`config.mk`:
```
export PLATFORM = sky130hd
export DESIGN_NAME = std_sram_ctrl
export DESIGN_NICKNAME = d
export VERILOG_FILES = /design/src/rtl/std_sram_pkg.sv /design/src/rtl/std_sram_rsp_fifo.sv /design/src/rtl/std_sram_ctrl.sv
export SDC_FILE = /design/constraint.sdc
export NUM_CORES = 1
export LEC_CHECK = 0
export ABC_AREA = 1
export BUFFER_PORTS_ARGS = -buffer_cell sky130_fd_sc_hd__buf_2
export CORE_AREA = 5 5 42 44
export CTS_CLUSTER_DIAMETER = 60
export CTS_CLUSTER_SIZE = 25
export DETAILED_ROUTE_END_ITERATION = 12
export DIE_AREA = 0 0 47 49
export GPL_TIMING_DRIVEN = 1
export PLACE_DENSITY = 0.57
export SYNTH_ARGS = -nofsm -noshare
export SYNTH_HDL_FRONTEND = slang
export SYNTH_SLANG_ARGS = --single-unit
```
`constraint.sdc`:
```
create_clock -name clk -period 4.2 [get_ports clk]
set_clock_uncertainty 0.05 [all_clocks]
set_input_delay 0.63 -clock clk [delete_from_list [all_inputs] [get_ports clk]]
set_output_delay 0.63 -clock clk [all_outputs]
set_load 0.03 [all_outputs]
```
`src/rtl/std_sram_pkg.sv`:
```
// rtl/std_sram_pkg.sv - shared constants for the SRAM controller and its response buffer
package std_sram_pkg;

  localparam logic [0:0] ST_INIT = 1'b0;
  localparam logic [0:0] ST_RUN  = 1'b1;

  localparam int RSP_DEPTH = 2;
  localparam int RSP_PTR_W = 1;
  localparam int RSP_CNT_W = 2;

endpackage

```
`src/rtl/std_sram_rsp_fifo.sv`:
```
// rtl/std_sram_rsp_fifo.sv - 2-entry read response buffer, valid/ready on both sides
module std_sram_rsp_fifo
  import std_sram_pkg::*;
#(
  parameter int DATA_WIDTH = 1
) (
  input  logic                  clk,
  input  logic                  reset,
  input  logic                  in_valid,
  output logic                  in_ready,
  input  logic [DATA_WIDTH-1:0] in_data,
  output logic                  out_valid,
  input  logic                  out_ready,
  output logic [DATA_WIDTH-1:0] out_data
);

  logic [DATA_WIDTH-1:0] mem [RSP_DEPTH];
  logic [RSP_PTR_W-1:0]  wr_ptr;
  logic [RSP_PTR_W-1:0]  rd_ptr;
  logic [RSP_CNT_W-1:0]  count;
  logic                  push;
  logic                  pop;

  assign out_valid = (count != '0);
  // A full buffer still accepts when its head leaves in the same cycle.
  assign in_ready  = (count != RSP_CNT_W'(RSP_DEPTH)) | out_ready;
  assign push      = in_valid & in_ready;
  assign pop       = out_valid & out_ready;
  assign out_data  = out_valid ? mem[rd_ptr] : '0;

  always_ff @(posedge clk) begin
    if (push) begin
      mem[wr_ptr] <= in_data;
    end
  end

  always_ff @(posedge clk or posedge reset) begin
    if (reset) begin
      wr_ptr <= '0;
      rd_ptr <= '0;
      count  <= '0;
    end else begin
      if (push) begin
        wr_ptr <= (wr_ptr == RSP_PTR_W'(RSP_DEPTH - 1)) ? '0 : wr_ptr + RSP_PTR_W'(1);
      end
      if (pop) begin
        rd_ptr <= (rd_ptr == RSP_PTR_W'(RSP_DEPTH - 1)) ? '0 : rd_ptr + RSP_PTR_W'(1);
      end
      case ({push, pop})
        2'b10:   count <= count + RSP_CNT_W'(1);
        2'b01:   count <= count - RSP_CNT_W'(1);
        default: count <= count;
      endcase
    end
  end

endmodule

```
`src/rtl/std_sram_ctrl.sv`:
```
// rtl/std_sram_ctrl.sv - SRAM controller: clears memory after reset, then serves read/write requests
module std_sram_ctrl
  import std_sram_pkg::*;
#(
  parameter int ADDR_WIDTH = 1,
  parameter int DATA_WIDTH = 1
) (
  input  logic                  clk,
  input  logic                  reset,
  input  logic                  req_valid,
  output logic                  req_ready,
  input  logic                  req_we,
  input  logic [ADDR_WIDTH-1:0] req_addr,
  input  logic [DATA_WIDTH-1:0] req_wdata,
  output logic                  rsp_valid,
  input  logic                  rsp_ready,
  output logic [DATA_WIDTH-1:0] rsp_rdata,
  output logic                  init_done,
  output logic                  sram_en,
  output logic                  sram_we,
  output logic [ADDR_WIDTH-1:0] sram_addr,
  output logic [DATA_WIDTH-1:0] sram_din,
  input  logic [DATA_WIDTH-1:0] sram_dout
);

  logic [0:0]            state;
  logic [ADDR_WIDTH-1:0] init_cnt;
  logic                  in_run;
  logic                  fifo_ready;
  logic                  rsp_push;

  assign in_run = (state == ST_RUN);

  always_ff @(posedge clk or posedge reset) begin
    if (reset) begin
      state    <= ST_INIT;
      init_cnt <= '0;
    end else if (state == ST_INIT) begin
      if (&init_cnt) begin
        state <= ST_RUN;
      end
      init_cnt <= init_cnt + ADDR_WIDTH'(1);
    end
  end

  assign req_ready = in_run & fifo_ready;
  assign init_done = in_run;
  assign rsp_push  = req_valid & req_ready & ~req_we;

  // The clear sequence would otherwise drive the SRAM while reset is held.
  always_comb begin
    sram_en   = 1'b0;
    sram_we   = 1'b0;
    sram_addr = '0;
    sram_din  = '0;
    if (!reset) begin
      if (in_run) begin
        sram_en   = req_valid & req_ready;
        sram_we   = req_we;
        sram_addr = req_addr;
        sram_din  = req_wdata;
      end else begin
        sram_en   = 1'b1;
        sram_we   = 1'b1;
        sram_addr = init_cnt;
      end
    end
  end

  std_sram_rsp_fifo #(
    .DATA_WIDTH(DATA_WIDTH)
  ) u_rsp_fifo (
    .clk      (clk),
    .reset    (reset),
    .in_valid (rsp_push),
    .in_ready (fifo_ready),
    .in_data  (sram_dout),
    .out_valid(rsp_valid),
    .out_ready(rsp_ready),
    .out_data (rsp_rdata)
  );

endmodule

```
**Yosys cells after proc, flatten, opt, wreduce, memory -nomap -nowiden**

Memory sizes are Yosys's and may differ from the RTL's.
Index checks and enable logic that the tools add are counted.

- Flip-flop bits (word level): 6
- RAM bits: 2
- Input bits: 8
- Output and inout bits: 8
- Logic and storage cells: 39
- Memories: 1

Memory list:

| memory | depth | bits a word | rd ports | clocked after memory_dff | wr ports | RTL line | text |
|---|---|---|---|---|---|---|---|
| u_rsp_fifo.mem | 2 | 1 | 1 | 0 | 1 | std_sram_rsp_fifo.sv:17 | `logic [DATA_WIDTH-1:0] mem [RSP_DEPTH];` |

- Add/sub/neg operators: 5
- Eq/ne operators: 3
- Muxes and demuxes: 16
- Bitwise operators: 7
- Reduce and logical (&&, ||, !) cells: 2

Operator list:

| operator | count |
|---|---|
| two-way mux 1 bit | 15 |
| AND 1 bit | 5 |
| case mux 2 bit (2 select lines) | 1 |
| nonzero test 2 bit | 2 |
| adder 1 bit (second input constant) | 3 |
| adder 2 x 1 -> 2 bit (second input constant) | 1 |
| equality test 2 x 1 -> 1 bit (second input constant) | 1 |
| equality test 2 bit (second input constant) | 1 |
| != test 2 bit (second input constant) | 1 |
| subtractor 2 x 1 -> 2 bit (second input constant) | 1 |
| NOT 1 bit | 1 |
| OR 1 bit | 1 |

**Depth between registers and ports, before layout**

Gate-level depths: netlist of run 1.

- Word-level depth: 8
- Mapped depth: 8

**Modules after synthesis**

From an unflattened synthesis of run 1, not the netlist that was laid out.

- Cells, all modules: 61
- Area, all modules: 450.4 um^2

By module, submodules not included:

| module | instances | cells an instance | area each (um^2) |
|---|---|---|---|
| std_sram_rsp_fifo | 1 | 39 | 322.8 |
| std_sram_ctrl | 1 | 22 | 127.6 |

**Worst setup path before layout of run 1**

OpenSTA, ideal clock, no wires.

- Path kind: register to output
- Start: reg state, in the netlist init_done
- End: out sram_addr
- Arrival time: 1.533 ns
- Slack: 1.987 ns
- Stages on the path, launching flop included: 4
- Path buffers: 1
- Cell sequence: dfrtp_1 > buf_2 > nor2_1 > a211oi_1

- Cells in the longest elaborated chain, start to end: 2

Ends and longest elaborated chain:

| element | RTL line | text |
|---|---|---|
| start: declaration | std_sram_ctrl.sv:26 | `logic [0:0] state;` |
| start signal: assignment | std_sram_ctrl.sv:36 | `state <= ST_INIT;` |
| start signal: assignment | std_sram_ctrl.sv:40 | `state <= ST_RUN;` |
| two-way mux 1 bit | std_sram_ctrl.sv:57 | `if (in_run) begin` |
| two-way mux 1 bit | std_sram_ctrl.sv:56 | `if (!reset) begin` |
| end: declaration | std_sram_ctrl.sv:21 | `output logic [ADDR_WIDTH-1:0] sram_addr,` |

Every way passes these cells.

**Worst setup path after layout of run 1**

- Start: in rsp_ready
- End: out sram_en

- Cells in the longest elaborated chain, start to end: 5

Ends and longest elaborated chain:

| element | RTL line | text |
|---|---|---|
| start: declaration | std_sram_ctrl.sv:16 | `input logic rsp_ready,` |
| OR 1 bit | std_sram_rsp_fifo.sv:26 | `assign in_ready = (count != RSP_CNT_W'(RSP_DEPTH)) \| out_ready;` |
| AND 1 bit | std_sram_ctrl.sv:46 | `assign req_ready = in_run & fifo_ready;` |
| AND 1 bit | std_sram_ctrl.sv:58 | `sram_en = req_valid & req_ready;` |
| two-way mux 1 bit | std_sram_ctrl.sv:57 |  |
| two-way mux 1 bit | std_sram_ctrl.sv:56 |  |
| end: declaration | std_sram_ctrl.sv:19 | `output logic sram_en,` |

Every way passes these cells.

==> metrics.txt, run 1 <==
status=finished clean; Final nets=77; register area=210 sq um; Seq pwr share=0.378; min cycle time layout=1.94 ns; post-synth cell types=15; diode count=0; top cells by area, synth=dfrtp_1 36%, edfxtp_1 14%, inv_1 9.8%; Post-Synth Adder-Cell Area=0.0298; Seq/Total Area, Yosys=0.500; row count=14; routed vias/inst=4.13; total track usage=0.0726; Crit path max-delay family=buffers and inverters; grt met1 use=0.0864; Final TNS setup=0 ns; largest family of logic cells by synthesized area=simple AND/OR/NAND/NOR gates; Yosys reg bits=8; Final ANT Viol Nets=0; number of global-route vias before repair=328; CP Class=in2out; clock network power share=0.201; post_cts resized=0; CTS root buffer=clkbuf_4; syn avg cell area=8.58 sq um; Crit. End Element=primary output; gr busiest metal=met2; Horiz. Die Dim=47 um; YS warnings=0; Synth area leader=dfrtp_1; clk_lat worst skew=0.25 ns; I/O pin total=16; Max-slew headroom=0.788; Clock transition at path regs=0.06 ns; GR Util met3=0.0221; final routed DRC violation total=0; Synthesized Nets=58; slew at the pin with the worst max-slew slack=0.318 ns; Core ar.=1400 sq um; clock sinks=8; Final Cycle Share=0.463; DR WL/cell=8.66 um; Sw Share=0.401; Multi-input gate area=160 sq um; total CTS buffers=3; WP data required=3.52 ns; fill count=158; crit path DAT=1.26 ns; Largest stage delay, worst path=0.21 ns; port bufs=15; wirelength, routed=719 um; Layout Utilization=0.383; Finish-stage setup viols=0; XOR/XNOR share of the synthesized area=0.0625; maximum clock path buffer count=2; worst vdd ir=0.000204 V; via count of the routed design=343; Syn Inst Count=49; largest net degree at the start of global routing=11; power per cell area=575 nW/um^2; Post-CTS Setup Repair Bufs=0; post-synthesis mux area share=0; cell-internal power=0.185 mW; FF-to-FF Start=init_done$_DFF_PP0_; first-pass GRT wire length=1240 um; Detailed Place HPWL=609 um; overall die area=2300 sq um; share of cells above drive strength 1=0.328; hold crit path type=in2async; Combinational Power Share=0.421; Post-Syn Area=420 sq um; Synth Area in Simple Gates=0.211; die span in y=49 um; CTS tree=yes; final RePlAce weighted congestion=0.656; max-slew violations=0; leak pwr=0.310 nW; max cap viols=0; RSZ-0062 raised after global routing=no; CP Launch Type=input port; crit path launch=rsp_ready; initial antenna violation count=0; achievable frequency=514 MHz; CTS Hold Bufs=0; H-tree levels=1; Initial Utilization=0.300; Crit Path Max Fanout=3; Worst Path Buf+Inv=3; critical path, cell by cell=buf_2 > inv_1 > nand3_2 > nand3_2 > a21oi_1 > buf_2; Iter 0 DRT Violations=1; met2 GRT Util=0.118; TritonRoute pass-1 iters=2; Area growth syn-to-layout=27.7%; Net Sw Power=0.124 mW; Compound-Gate Fraction of Synth Area=0.0774; grt ovf=0; post-synth top area share=0.357; Slowest-stage cell, CP=buf_2; final hold viol count=0
## final timing paths
check	endpoint	slack, ns	depth (start not counted)
setup / recovery	sram_en	2.26	6
min in group clk	u_rsp_fifo.wr_ptr$_DFFE_PP0N_	0.43	2
hold / removal	u_rsp_fifo.wr_ptr$_DFFE_PP0N_	0.27	2
hold reg to reg	u_rsp_fifo.wr_ptr$_DFFE_PP0N_	0.43	2
setup reg to reg	u_rsp_fifo.count[1]$_DFFE_PP0P_	2.61	5
max in group asynchronous	u_rsp_fifo.count[1]$_DFFE_PP0P_	3.63	2
## cell usage after synthesis
| library cell | instances |
|---|---|
| buf_2 | 1 |
| nand2_1 | 9 |
| dfrtp_1 | 6 |
| inv_2 | 1 |
| nand4_2 | 1 |
| nand3_2 | 2 |
| o21ai_0 | 2 |
| ha_1 | 1 |
| a211oi_1 | 1 |
| xnor2_1 | 1 |
| edfxtp_1 | 2 |
| a21oi_1 | 3 |
| xor2_1 | 2 |
| inv_1 | 11 |
| nor2_1 | 6 |
## registers in the layout (all words and copies together), names as in the netlist
register and count:
init_cnt 1, init_done 1, u_rsp_fifo.count 2, u_rsp_fifo.mem 2, u_rsp_fifo.rd_ptr 1, u_rsp_fifo.wr_ptr 1
## cell usage in the layout (no fill, tap or decap), drive strengths merged
master,n
xor2,2
inv,12
buf,15
nand2,9
o21ai,2
clkbuf,4
edfxtp,2
nor2,6
dfrtp,6
xnor2,1
a211oi,1
nand4,1
ha,1
nand3,2
a21oi,3
## worst register-to-register path, delay by kind of cell, from the launching register on
kind	cells	cell delay, ns
adders and majority gates	1	0.34
and+or+nand+nor	1	0.19
AOI/OAI and AO/OA	2	0.22
DFF	1	0.52
xor gates and xnor gates	1	0.15
## cell type report
type / count / area share
clock buffers: 4 / 0.0490
well taps: 16 / 0.0373
repair buffers: 15 / 0.140
multi-input cells: 28 / 0.298
flip-flops and latches: 8 / 0.392
inverters: 12 / 0.0839
## power by group through the flow
stage	sequential (mW)	clock (mW)	combinational (mW)
2_1_floorplan	0.116	0	0.103
3_3_place_gp	0.118	0	0.132
6_report	0.117	0.0621	0.130
5_1_grt	0.118	0.0679	0.145
4_1_cts	0.117	0.0646	0.133
3_5_place_dp	0.118	0	0.132
## through the flow
step	power, mW	setup slack, ns	std cells	instance area (sq um)	hold WS, ns
4_1_cts	0.315	2.24	83	537	0.283
5_1_grt	0.331	2.18	83	537	0.304
2_1_floorplan	0.219	1.99	49	420	0.371
3_5_place_dp	0.251	2.24	79	510	0.419
6_report	0.309	2.26	83	537	0.271
3_3_place_gp	0.250	2.26	79	510	0.413
## cell families (layout without fill, tap and decap cells)
family | after synthesis | in the layout
buffers and inverters | 13 | 31
flip-flops | 8 | 8
AO/OA/AOI/OAI | 6 | 6
AND/OR/NAND/NOR | 18 | 18
XOR/XNOR | 3 | 3
adder cells (fa/ha/maj) | 1 | 1
## routing by layer
layer	part of all wire	wire (um)
met5	0	0
met3	0.058	42
met2	0.51	369
met4	0	0
met1	0.43	306
No activity file was read; power rests on OpenSTA's default activity.
==> run 2, diff against run 1 <==
==> constraint.sdc (replaced) <==
create_clock -name clk -period 2 [get_ports clk]
set_clock_uncertainty 0.05 [all_clocks]
set_input_delay 0.3 -clock clk [delete_from_list [all_inputs] [get_ports clk]]
set_output_delay 0.3 -clock clk [all_outputs]
set_load 0.03 [all_outputs]
==> run 2 against run 1 <==
Critical path depth decreased by 2. Clock power is 110% higher. Cell area increased by 1.9%. Largest cell class unchanged. Largest power group unchanged.
==> metrics.txt, run 2 (same netlist as run 1, synthesis figures left out) <==
status=finished clean; Post-CTS Setup Repair Bufs=0; CTS root buffer=clkbuf_4; max-slew violations=0; first-pass GRT wire length=1290 um; via count of the routed design=366; RSZ-0062 raised after global routing=no; Area growth syn-to-layout=30.1%; Crit. End Element=primary output; Core ar.=1400 sq um; CTS tree=yes; Final Cycle Share=0.866; Horiz. Die Dim=47 um; slew at the pin with the worst max-slew slack=0.310 ns; worst vdd ir=0.000388 V; largest net degree at the start of global routing=11; grt ovf=0; I/O pin total=16; DR WL/cell=9.49 um; leak pwr=0.314 nW; TritonRoute pass-1 iters=1; min cycle time layout=1.73 ns; Final Cell Area=547 sq um; hold crit path type=in2reg; port bufs=15; Initial Utilization=0.300; share of cells above drive strength 1=0.324; commonest non-fill, non-tap cell in the layout=buf_2; diode count=0; fill count=147; CTS Hold Bufs=1; number of global-route vias before repair=325; wirelength, routed=797 um; clock sinks=8; maximum clock path buffer count=2; initial antenna violation count=0; Final nets=78; commonest non-fill, non-tap cells in the layout=15 x buf_2, 11 x inv_1, 9 x nand2_1; post_cts resized=0; Detailed Place HPWL=663 um; routed vias/inst=4.36; CP Class=in2out; H-tree levels=1; Iter 0 DRT Violations=0; Final ANT Viol Nets=0; Final TNS setup=0 ns; final RePlAce weighted congestion=0.697; max cap viols=0; crit path DAT=1.38 ns; WP data required=1.65 ns; total CTS buffers=3; dpl cell area=510 sq um; Max-slew headroom=0.793; final routed DRC violation total=0; CP Launch Type=input port; Crit Path Max Fanout=5; worst hold slack=0.191 ns; Largest regs=u_rsp_fifo.count x2, u_rsp_fifo.mem x2; power consumption=0.658 mW; total track usage=0.0770; power per cell area=1200 nW/um^2; final hold viol count=0; overall die area=2300 sq um; Layout Utilization=0.390; achievable frequency=577 MHz; Finish-stage setup viols=0; Clock transition at path regs=0.06 ns; row count=14; die span in y=49 um; clk_lat worst skew=0.25 ns
==> run 2: cell type report <==
cell class / count / area [sq um] / share of cell area
repair buffers: 16 / 85.1 / 0.156
multi-input cells: 28 / 160 / 0.293
flip-flops and latches: 8 / 210 / 0.384
inverters: 12 / 45.0 / 0.0824
well taps: 16 / 20.0 / 0.0366
clock buffers: 4 / 26.3 / 0.0481
==> run 2: final timing paths <==
check	start	endpoint	slack (ns)	cells after the start
setup / recovery	reset	sram_addr	0.27	4
hold / removal	sram_dout	u_rsp_fifo.mem[0]$_DFFE_PP_	0.19	1
setup reg to reg	u_rsp_fifo.count[0]$_DFFE_PP0P_	u_rsp_fifo.count[1]$_DFFE_PP0P_	0.42	8
hold reg to reg	init_cnt$_DFFE_PP0N_	init_cnt$_DFFE_PP0N_	0.42	2
max in group asynchronous	reset	init_done$_DFF_PP0_	1.21	3
min in group asynchronous	reset	u_rsp_fifo.wr_ptr$_DFFE_PP0N_	0.49	3
==> run 2: power breakdown <==
group / leakage (nW) / internal [mW] / switching (mW)
Clock: 0.0150 / 0.0762 / 0.0537
Sequential: 0.0881 / 0.216 / 0.0328
Combinational: 0.211 / 0.0969 / 0.182
==> run 2: metal layers <==
metal | share of wire | GRT usage | wire [um]
met1 | 0.42 | 0.0799 | 335
met2 | 0.49 | 0.131 | 393
met3 | 0.072 | 0.0221 | 57
met4 | 0.013 | 0.0415 | 10
met5 | 0 | 0 | 0
==> run 2: through the flow <==
stage | setup slack, ns | instances
CTS | 0.266 | 84
finish | 0.267 | 84
global placement | 0.444 | 79
detailed placement | 0.418 | 79
global route | 0.231 | 84
floorplan | 0.117 | 49
==> run 2: worst max-delay path: stages <==
cell           delay [ns]
dlygate4sd3_1        0.53
buf_2                0.14
a211oi_1             0.18
buf_2                0.23
==> run 3, diff against run 2 <==
--- a/config.mk
+++ b/config.mk
@@ -14,6 +14,7 @@
 export DIE_AREA = 0 0 47 49
 export GPL_TIMING_DRIVEN = 1
 export PLACE_DENSITY = 0.57
+export RECOVER_POWER = 50
 export SYNTH_ARGS = -nofsm -noshare
 export SYNTH_HDL_FRONTEND = slang
 export SYNTH_SLANG_ARGS = --single-unit
==> run 3 against run 2 <==
Maximum frequency down 0.54%. Critical endpoint unchanged. Clock power about the same. Setup slack worse by 0.0094 ns. Via count unchanged. Sequential share of layout area up 0.54 points. Wire length down 0.75%. Hold slack better by 0.013 ns. Final cell count unchanged. Largest power group unchanged. Clock-buffer cell count unchanged. Power down 1.3%. Cell area down 1.4%. Combinational power down 1%.
==> metrics.txt, run 3 (same netlist as run 1, synthesis figures left out) <==
final hold viol count=0; final routed DRC violation total=0; Worst Path Buf+Inv=3; Iter 0 DRT Violations=0; Area growth syn-to-layout=28.3%; wirelength, routed=791 um; CP Class=in2out; via count of the routed design=366; Final Non-Filler Cells=84; Crit Path Max Fanout=5; Max-slew headroom=0.793; post_cts resized=0; FF-to-FF Start=u_rsp_fifo.count[0]$_DFFE_PP0P_; row count=14; reg-to-reg critical path endpoint=u_rsp_fifo.count[1]$_DFFE_PP0P_; port bufs=15; Final ANT Viol Nets=0; min cycle time layout=1.74 ns; share of cells above drive strength 1=0.265; Crit path max-delay family=buffers and inverters; routed vias/inst=4.36; status=finished clean; Endpoint, Worst Hold=u_rsp_fifo.mem[0]$_DFFE_PP_; R2R cell count=7; max-slew violations=0; CTS Hold Bufs=1; Initial Utilization=0.300; clk_lat worst skew=0.25 ns; CTS root buffer=clkbuf_4; Detailed Place HPWL=663 um; diode count=0; Setup WS pre-CTS=0.418 ns; grt ovf=0; DR WL/cell=9.42 um; WP data required=1.65 ns; hold crit path type=in2reg; Core ar.=1400 sq um; die span in y=49 um; WHS Path Cells=1; I/O pin total=16; Clock transition at path regs=0.06 ns; Crit. End Element=primary output; cell total after placement=79; total CTS buffers=3; Largest stage delay, worst path=0.53 ns; Hold Path Origin=sram_dout; critical path, cell by cell=dlygate4sd3_1 > clkbuf_1 > a211oi_1 > buf_2; max cap viols=0; Final nets=78; achievable frequency=574 MHz; number of global-route vias before repair=325; CP Launch Type=input port; commonest non-fill, non-tap cell in the layout=buf_2; RSZ-0062 raised after global routing=no; first-pass GRT wire length=1290 um; overall die area=2300 sq um; H-tree levels=1; worst vdd ir=0.000385 V; slew at the pin with the worst max-slew slack=0.310 ns; TritonRoute pass-1 iters=1; maximum clock path buffer count=2; power per cell area=1200 nW/um^2; Post-CTS Setup Repair Bufs=0; largest net degree at the start of global routing=11; worst setup margin=0.258 ns; final RePlAce weighted congestion=0.697; FF-to-FF setup slack=0.37 ns; fill count=150; total track usage=0.0770; Finish-stage setup viols=0; Final TNS setup=0 ns; Final Cycle Share=0.871; commonest non-fill, non-tap cells in the layout=13 x buf_2, 12 x inv_1, 9 x nand2_1; Horiz. Die Dim=47 um; Largest regs=u_rsp_fifo.count x2, u_rsp_fifo.mem x2; CTS tree=yes; leak pwr=0.309 nW; crit path DAT=1.39 ns; clock sinks=8; Slowest-stage cell, CP=dlygate4sd3_1; initial antenna violation count=0
run 3: cell count changes in the layout (fill, tap and decap cells not counted):
cell | before | now
nand3_1 | 0 | 1
nand3_2 | 2 | 1
clkbuf_1 | 1 | 3
inv_1 | 11 | 12
inv_2 | 1 | 0
buf_2 | 15 | 13
run 3: routing by layer:
layer  vias up  GRT usage  share of wire
li1        188          -              -
met1       166     0.0799           0.43
met2        10      0.131           0.48
met3         2     0.0221          0.072
met4         0     0.0415          0.013
met5         -          0              0
run 3: final cells by class:
type / count / area, sq um / area share
sequential: 8 / 210 / 0.390
multi-input combinational: 28 / 155 / 0.288
timing repair buffer: 16 / 82.6 / 0.153
inverter: 12 / 45.0 / 0.0835
tap: 16 / 20.0 / 0.0371
clock buffer: 4 / 26.3 / 0.0487
run 3: worst reg2reg max path, delay by kind of cell, from the launching register on:
| kind | cells | cell delay, ns |
|---|---|---|
| DFF | 1 | 0.41 |
| and+or+nand+nor | 2 | 0.28 |
| buffers and inverters | 1 | 0.07 |
| AOI/OAI and AO/OA | 2 | 0.22 |
| xor gates and xnor gates | 1 | 0.15 |
| adders and majority gates | 1 | 0.33 |
run 3: how the worst max path moves through the flow:
stage | from | end | depth (start not counted)
finish | reset | sram_addr | 4
global route | u_rsp_fifo.count[0]$_DFFE_PP0P_ | u_rsp_fifo.count[1]$_DFFE_PP0P_ | 7
CTS | reset | sram_addr | 4
detailed placement | u_rsp_fifo.count[0]$_DFFE_PP0P_ | u_rsp_fifo.count[1]$_DFFE_PP0P_ | 8
global placement | u_rsp_fifo.count[0]$_DFFE_PP0P_ | u_rsp_fifo.count[1]$_DFFE_PP0P_ | 8
floorplan | init_done$_DFF_PP0_ | sram_addr | 3
run 3: through the flow:
stage / power, mW / area, sq um / hold slack (ns) / utilization
after floorplan: 0.460 / 420 / 0.0410 / -
after CTS: 0.667 / 547 / 0.185 / 0.390
after global placement: 0.525 / 510 / 0.214 / 0.364
final: 0.649 / 539 / 0.204 / 0.385
after detailed placement: 0.533 / 510 / 0.218 / 0.364
after global routing: 0.697 / 539 / 0.219 / 0.385
run 3: power by group:
group | switching, mW | total, mW | internal, mW
sequential | 0.0287 | 0.245 | 0.216
combinational | 0.180 | 0.275 | 0.0943
clock | 0.0537 | 0.130 | 0.0762
total | 0.263 | 0.649 | 0.387
